### config.mk
export PLATFORM = sky130hd
export DESIGN_NAME = arbt_egress
export DESIGN_NICKNAME = d
export VERILOG_FILES = /design/src/rtl/arbt_pkg.sv /design/src/rtl/arbt_egress_fifo.sv /design/src/rtl/arbt_egress.sv
export SDC_FILE = /design/constraint.sdc
export NUM_CORES = 1
export LEC_CHECK = 0
export ABC_AREA = 0
export CAP_MARGIN = 25
export CORE_MARGIN = 2
export CORE_UTILIZATION = 65
export CTS_CLUSTER_SIZE = 28
export DETAILED_ROUTE_END_ITERATION = 10
export DONT_BUFFER_PORTS = 1
export GPL_TIMING_DRIVEN = 1
export PLACE_DENSITY_LB_ADDON = 0.05
export REMOVE_ABC_BUFFERS = 1
export SETUP_SLACK_MARGIN = 0.02
export SLEW_MARGIN = 20
export SYNTH_ARGS = -nofsm -noshare
export SYNTH_HDL_FRONTEND = slang
export SYNTH_HIERARCHICAL = 1
export SYNTH_SLANG_ARGS = --single-unit
### constraint.sdc
create_clock -name clk -period 8.4 [get_ports clk]
set_clock_uncertainty 0.15 [all_clocks]
set_input_delay 1.68 -clock clk [delete_from_list [all_inputs] [get_ports clk]]
set_output_delay 1.68 -clock clk [all_outputs]
set_load 0.02 [all_outputs]
### src/rtl/arbt_pkg.sv
// Shared arbiter definitions: default sizing, width derivations and the entry struct
// handed from the QoS/timeout arbiter to its egress stage.
package arbt_pkg;

  localparam int ARBT_ENTRY_NUM    = 32;
  localparam int ARBT_QOS_TYPE_NUM = 16;
  localparam int ARBT_DATA_W       = 32;
  localparam int ARBT_HI_QOS_TH    = 8;

  localparam int ARBT_ID_W  = $clog2(ARBT_ENTRY_NUM);
  localparam int ARBT_QOS_W = $clog2(ARBT_QOS_TYPE_NUM);

  typedef struct packed {
    logic [ARBT_ID_W-1:0]   entry_id;
    logic [ARBT_QOS_W-1:0]  qos;
    logic [ARBT_DATA_W-1:0] payload;
  } arbt_entry_t;

endpackage

### src/rtl/arbt_egress_fifo.sv
// In-order sync FIFO for the egress stage; pointers carry an extra wrap bit so
// full/empty come straight from a pointer compare. Storage resets to zero.
module arbt_egress_fifo #(
  parameter int DEPTH = 4,
  parameter int W     = 8
) (
  input  logic         clk,
  input  logic         rst,
  input  logic         wr_en,
  input  logic [W-1:0] wr_data,
  input  logic         rd_en,
  output logic [W-1:0] rd_data,
  output logic         full,
  output logic         empty
);

  localparam int AW = $clog2(DEPTH);
  localparam int PW = AW + 1;

  logic [PW-1:0]           wr_ptr_q, wr_ptr_d;
  logic [PW-1:0]           rd_ptr_q, rd_ptr_d;
  logic [DEPTH-1:0][W-1:0] mem_q, mem_d;

  assign full    = (wr_ptr_q[AW-1:0] == rd_ptr_q[AW-1:0]) && (wr_ptr_q[AW] != rd_ptr_q[AW]);
  assign empty   = (wr_ptr_q == rd_ptr_q);
  assign rd_data = mem_q[rd_ptr_q[AW-1:0]];

  // Writes only ever land in a non-head slot while not empty, so the head stays stable.
  always_comb begin
    mem_d    = mem_q;
    wr_ptr_d = wr_ptr_q;
    rd_ptr_d = rd_ptr_q;
    if (wr_en && !full) begin
      mem_d[wr_ptr_q[AW-1:0]] = wr_data;
      wr_ptr_d                = wr_ptr_q + PW'(1);
    end
    if (rd_en && !empty)
      rd_ptr_d = rd_ptr_q + PW'(1);
  end

  always_ff @(posedge clk) begin
    if (rst) begin
      wr_ptr_q <= '0;
      rd_ptr_q <= '0;
      mem_q    <= '0;
    end else begin
      wr_ptr_q <= wr_ptr_d;
      rd_ptr_q <= rd_ptr_d;
      mem_q    <= mem_d;
    end
  end

endmodule

### src/rtl/arbt_egress.sv
// Arbiter egress: buffers selected entries, forwards them under credit flow control
// with a high-QoS credit reserve, and pulses an entry release one cycle after delivery.
// Optional stall counter port/logic enabled by ARBT_EGRESS_STATS_EN.
module arbt_egress
  import arbt_pkg::*;
#(
  parameter int ENTRY_NUM    = ARBT_ENTRY_NUM,
  parameter int QOS_TYPE_NUM = ARBT_QOS_TYPE_NUM,
  parameter int DATA_W       = ARBT_DATA_W,
  parameter int FIFO_DEPTH   = 4,
  parameter int CREDIT_MAX   = 8,
  parameter int RESERVE      = 2,
  parameter int HI_QOS_TH    = ARBT_HI_QOS_TH,
  localparam int ID_W        = $clog2(ENTRY_NUM),
  localparam int QOS_W       = $clog2(QOS_TYPE_NUM)
) (
  input  logic              clk,
  input  logic              rst,
  input  logic              vld_in,
  output logic              rdy_in,
  input  logic [ID_W-1:0]   entry_id_in,
  input  logic [QOS_W-1:0]  qos_in,
  input  logic [DATA_W-1:0] payload_in,
  output logic              vld_out,
  input  logic              rdy_out,
  output logic [ID_W-1:0]   entry_id_out,
  output logic [QOS_W-1:0]  qos_out,
  output logic [DATA_W-1:0] payload_out,
  input  logic              credit_ret,
  output logic              rel_vld,
  output logic [ID_W-1:0]   rel_entry_id,
  output logic              credit_err
`ifdef ARBT_EGRESS_STATS_EN
  ,
  output logic [31:0]       stall_cnt
`endif
);

  localparam int EW = ID_W + QOS_W + DATA_W;
  localparam int CW = $clog2(CREDIT_MAX + 1);

  logic [EW-1:0] head;
  logic          full, empty;
  logic          eligible, fire, wr_en;

  logic [CW-1:0]   credit_q, credit_d;
  logic            credit_err_q, credit_err_d;
  logic            rel_vld_q, rel_vld_d;
  logic [ID_W-1:0] rel_id_q, rel_id_d;

  arbt_egress_fifo #(
    .DEPTH (FIFO_DEPTH),
    .W     (EW)
  ) u_fifo (
    .clk     (clk),
    .rst     (rst),
    .wr_en   (wr_en),
    .wr_data ({entry_id_in, qos_in, payload_in}),
    .rd_en   (fire),
    .rd_data (head),
    .full    (full),
    .empty   (empty)
  );

  assign {entry_id_out, qos_out, payload_out} = head;

  // The last RESERVE credits are held back for high-QoS heads only.
  assign eligible = (credit_q > CW'(RESERVE)) ||
                    ((credit_q >= CW'(1)) && (qos_out >= QOS_W'(HI_QOS_TH)));

  assign rdy_in  = !full;
  assign wr_en   = vld_in && !full;
  assign vld_out = !empty && eligible;
  assign fire    = vld_out && rdy_out;

  always_comb begin
    credit_d     = credit_q;
    credit_err_d = credit_err_q;
    case ({fire, credit_ret})
      2'b10: credit_d = credit_q - CW'(1);
      2'b01: begin
        if (credit_q == CW'(CREDIT_MAX)) credit_err_d = 1'b1;
        else                             credit_d     = credit_q + CW'(1);
      end
      default: ;
    endcase
  end

  always_comb begin
    rel_vld_d = fire;
    rel_id_d  = fire ? entry_id_out : rel_id_q;
  end

  always_ff @(posedge clk) begin
    if (rst) begin
      credit_q     <= CW'(CREDIT_MAX);
      credit_err_q <= 1'b0;
      rel_vld_q    <= 1'b0;
      rel_id_q     <= '0;
    end else begin
      credit_q     <= credit_d;
      credit_err_q <= credit_err_d;
      rel_vld_q    <= rel_vld_d;
      rel_id_q     <= rel_id_d;
    end
  end

  assign rel_vld      = rel_vld_q;
  assign rel_entry_id = rel_id_q;
  assign credit_err   = credit_err_q;

`ifdef ARBT_EGRESS_STATS_EN
  logic [31:0] stall_q, stall_d;
  logic        stalled;

  // Counts both credit starvation of a queued head and downstream backpressure.
  assign stalled = (!empty && !vld_out) || (vld_out && !rdy_out);

  always_comb begin
    stall_d = stall_q;
    if (stalled && (stall_q != '1)) stall_d = stall_q + 32'd1;
  end

  always_ff @(posedge clk) begin
    if (rst) stall_q <= '0;
    else     stall_q <= stall_d;
  end

  assign stall_cnt = stall_q;
`endif

endmodule

==> metrics.md <==
| Metric | Value |
|---|---|
| Element type at the critical path end | `primary output` |
| DR WL/cell | `approximately 18 um` |
| Worst R2R Start | `u_fifo/rd_ptr_q[1]` |
| Endpoints failing hold | `0` |
| CTS Sinks | `181` |
| Port bufs | `0` |
| CTS tree | `built` |
| DP Wirelength | `9990 um` |
| Largest net degree at the start of global routing | `roughly 230` |
| Slew Viols, Final | `0` |
| Setup_tns | `0 ns` |
| Ys async rst share | `0` |
| Clk root buf | `clkbuf_16` |
| Synth area leader | `dfxtp_1` |
| H-tree Lvls | `4` |
| CTS resizes | `0` |
| CP Capture Point | `vld_out` |
| Antenna Cells | `0` |
| Clock latency on the worst-skew pair | `0.42 ns` |
| Hold_buf cts | `0` |
| Die X | `119 um` |
| Max VDD drop | `0.163 mV` |
| P_int | `1.62 mW` |
| Layout cells sized above 1 | `0.136` |
| Final net count | `slightly below 800` |
| Via count | `between 5k and 6k` |
| Main combinational cell family by area after synthesis | `multiplexers` |
| Synth warnings | `6` |
| DP Worst Slack | `roughly 4.2 ns` |
| Hold Crit Class | `flip-flop to flip-flop` |
| Slew HR | `0.403` |
| FMAX | `218 MHz` |
| Comb pwr share | `0.145` |
| Critical Path RT | `6.57 ns` |
| Synth cell types | `39` |
| DIE AREA | `about 14000 um2` |
| Tot GR Track Use | `0.245` |
| Final worst path period need | `4.60 ns` |
| Initial antenna violation count | `0` |
| DRC violations left | `0` |
| Most common cell in the netlist | `nand2b_1` |
| Clock power share | `0.416` |
| Sw Pwr | `around 0.54 mW` |
| Core Area | `13100 um2` |
| Mux cell area share after synthesis | `0.319` |
| Synth area leaders | `dfxtp_1 (42%), mux2i_1 (20%), nand2b_1 (15%)` |
| Number of fill cells | `943` |
| Clock tree buffer depth | `2` |
| DR iter-0 viols | `~240` |
| Post-detailed-route via-to-cell ratio | `5.70` |
| Sequential share of power | `0.439` |
| GRT overflow | `0` |
| CP arrival | `2.77 ns` |
| Vias in the first global route | `~5.5k` |
| Worst setup margin | `~3.8 ns` |
| Share of the synthesized area in the top cell type | `0.421` |
| Starting Density | `0.658` |
| P&R area growth vs syn | `7.87%` |
| Post-synthesis simple-gate area fraction | `0.177` |
| # rows | `42` |
| Synth Area in Compound Gates | `0.0215` |
| Drt total wl | `16400 um` |
| #FFs+latches synth | `between 150 and 200` |
| Boundary Pins | `96` |
| Chip Height | `119 um` |
| Seq/Total Area, Yosys | `0.421` |
| Post-Synth Adder-Cell Area | `0.0145` |
| Remaining antenna violation count | `0` |
| GP Congestion | `0.747` |
| Synth Flop Type | `dfxtp_1` |
| P_leak | `slightly below 4 nW` |
| Synthesized cell area | `between 8000 and 9000 um2` |
| XOR/XNOR Fraction of Synth Area | `0.00872` |
| Status | `completed` |
| RSZ-0062 raised after global routing | `no` |
| Launch point of the worst path | `u_fifo/rd_ptr_q[1]` |
| R2R depth | `4` |
| Setup bufs post-CTS | `0` |
| Syn Area/Cell | `11.6 um2` |
| Worst-path maximum fanout | `45` |
| EDFF count, synth | `0` |
| Setup Viol. Count Final | `0` |
| Post-Syn Instances | `743` |
| Tightest Pin Transition | `0.895 ns` |
| Tcrit/Tclk final | `0.547` |
| Reg-to-reg slack, setup | `5.07 ns` |
| Most frequent cells after synthesis | `nand2b_1 (212), dfxtp_1 (181), mux2i_1 (176), mux4_2 (41), clkbuf_1 (30)` |
| Crit start category | `flip-flop` |
| Sw Ratio | `0.249` |
| MaxCap Viol Count | `0` |
| Pwr dens | `232 nW/um2` |
| Critical R2R Capture | `u_fifo/mem_q[124]` |
| Clock-pin slew on the worst setup and hold paths | `0.07 ns` |
| Global-route wire length before repair | `27600 um` |
| Cts bufs inserted | `17` |
| Setup CP Type | `flip-flop to primary output` |
| DR pass1 iterations | `4` |
## flip-flops by register name, indices dropped and copies added, names as in the netlist
register / count
u_fifo/mem_q: 164
rel_vld: 1
rel_entry_id: 5
credit_q: 4
u_fifo/rd_ptr_q: 3
u_fifo/wr_ptr_q: 3
credit_err: 1
## worst min path at each step
stage | end | slack, ns | startpoint | depth (start not counted)
floorplan | u_fifo/mem_q[52] | 0.29 | u_fifo/mem_q[52] | 2
finish | u_fifo/mem_q[58] | 0.31 | u_fifo/mem_q[58] | 2
global route | u_fifo/mem_q[125] | 0.34 | u_fifo/mem_q[125] | 2
CTS | u_fifo/mem_q[58] | 0.32 | u_fifo/mem_q[58] | 2
global placement | u_fifo/mem_q[66] | 0.30 | u_fifo/mem_q[66] | 2
detailed placement | u_fifo/mem_q[58] | 0.31 | u_fifo/mem_q[58] | 2
## kinds of logic after synthesis
group | Yosys count
flip-flops | 181
adder cells (fa/ha/maj) | 10
AND/OR/NAND/NOR | 247
multiplexers | 222
XOR/XNOR | 6
buffers and inverters | 61
AO/OA/AOI/OAI | 16
## per-stage QoR
step,utilization,hold WS (ns),std cells,power (mW),area [um2]
final,0.709,0.315,905,2.16,9280
after floorplan,-,0.295,690,1.22,8300
after global routing,0.709,0.340,905,2.24,9280
after detailed placement,0.658,0.310,873,1.28,8600
after global placement,0.656,0.304,872,1.27,8580
after CTS,0.709,0.319,905,2.18,9280
## metal layers
layer / vias to the layer above / GRT usage / wire (um) / share of wire
li1: 2508 / - / - / -
met1: 2556 / 0.295 / 7130 / 0.43
met2: 77 / 0.427 / 8430 / 0.51
met3: 13 / 0.0738 / 752 / 0.046
met4: 0 / 0.0625 / 133 / 0.0081
met5: - / 0 / 0 / 0
## worst max-delay path, cell delays in order (launching register included)
cell and delay, ns:
dfxtp_4 0.94, mux4_2 0.71, a2111oi_4 0.47, nor2_1 0.21
## area by class of cell
type,instances,area [um2],share of cell area
Multi-Input combinational cell,501,4660,0.502
Sequential cell,181,3630,0.391
Clock buffer,19,453,0.0488
Clock inverter,13,225,0.0243
Tap cell,176,220,0.0237
Timing Repair Buffer,7,65.1,0.00701
Inverter,8,30.0,0.00323
## power by group through the flow
stage                     clock network, mW  logic (mW)  registers (mW)
after floorplan                           0       0.255           0.965
after global placement                    0       0.303           0.962
after detailed placement                  0       0.314           0.967
after CTS                             0.915       0.316           0.948
after global routing                  0.949       0.335           0.954
final                                 0.898       0.312           0.947
## cells in the final DEF (no fill, tap or decap), types with 2 or more instances in the layout
master,synthesis,routed
nand2b_1,212,212
dfxtp_1,181,179
mux2i_1,176,176
mux4_2,41,41
clkbuf_16,0,17
nor2_1,15,15
ha_1,10,10
inv_1,8,8
bufinv_16,0,6
buf_4,9,6
nor2b_1,5,5
mux2_2,5,5
clkinv_2,0,4
o31a_1,4,3
nand2_1,2,2
nand3_1,2,2
o31ai_1,3,2
clkbuf_8,0,2
xnor2_1,2,2
xor2_2,2,2
and2_1,2,2
o311ai_4,2,2
(Power assumes the default switching activity.)
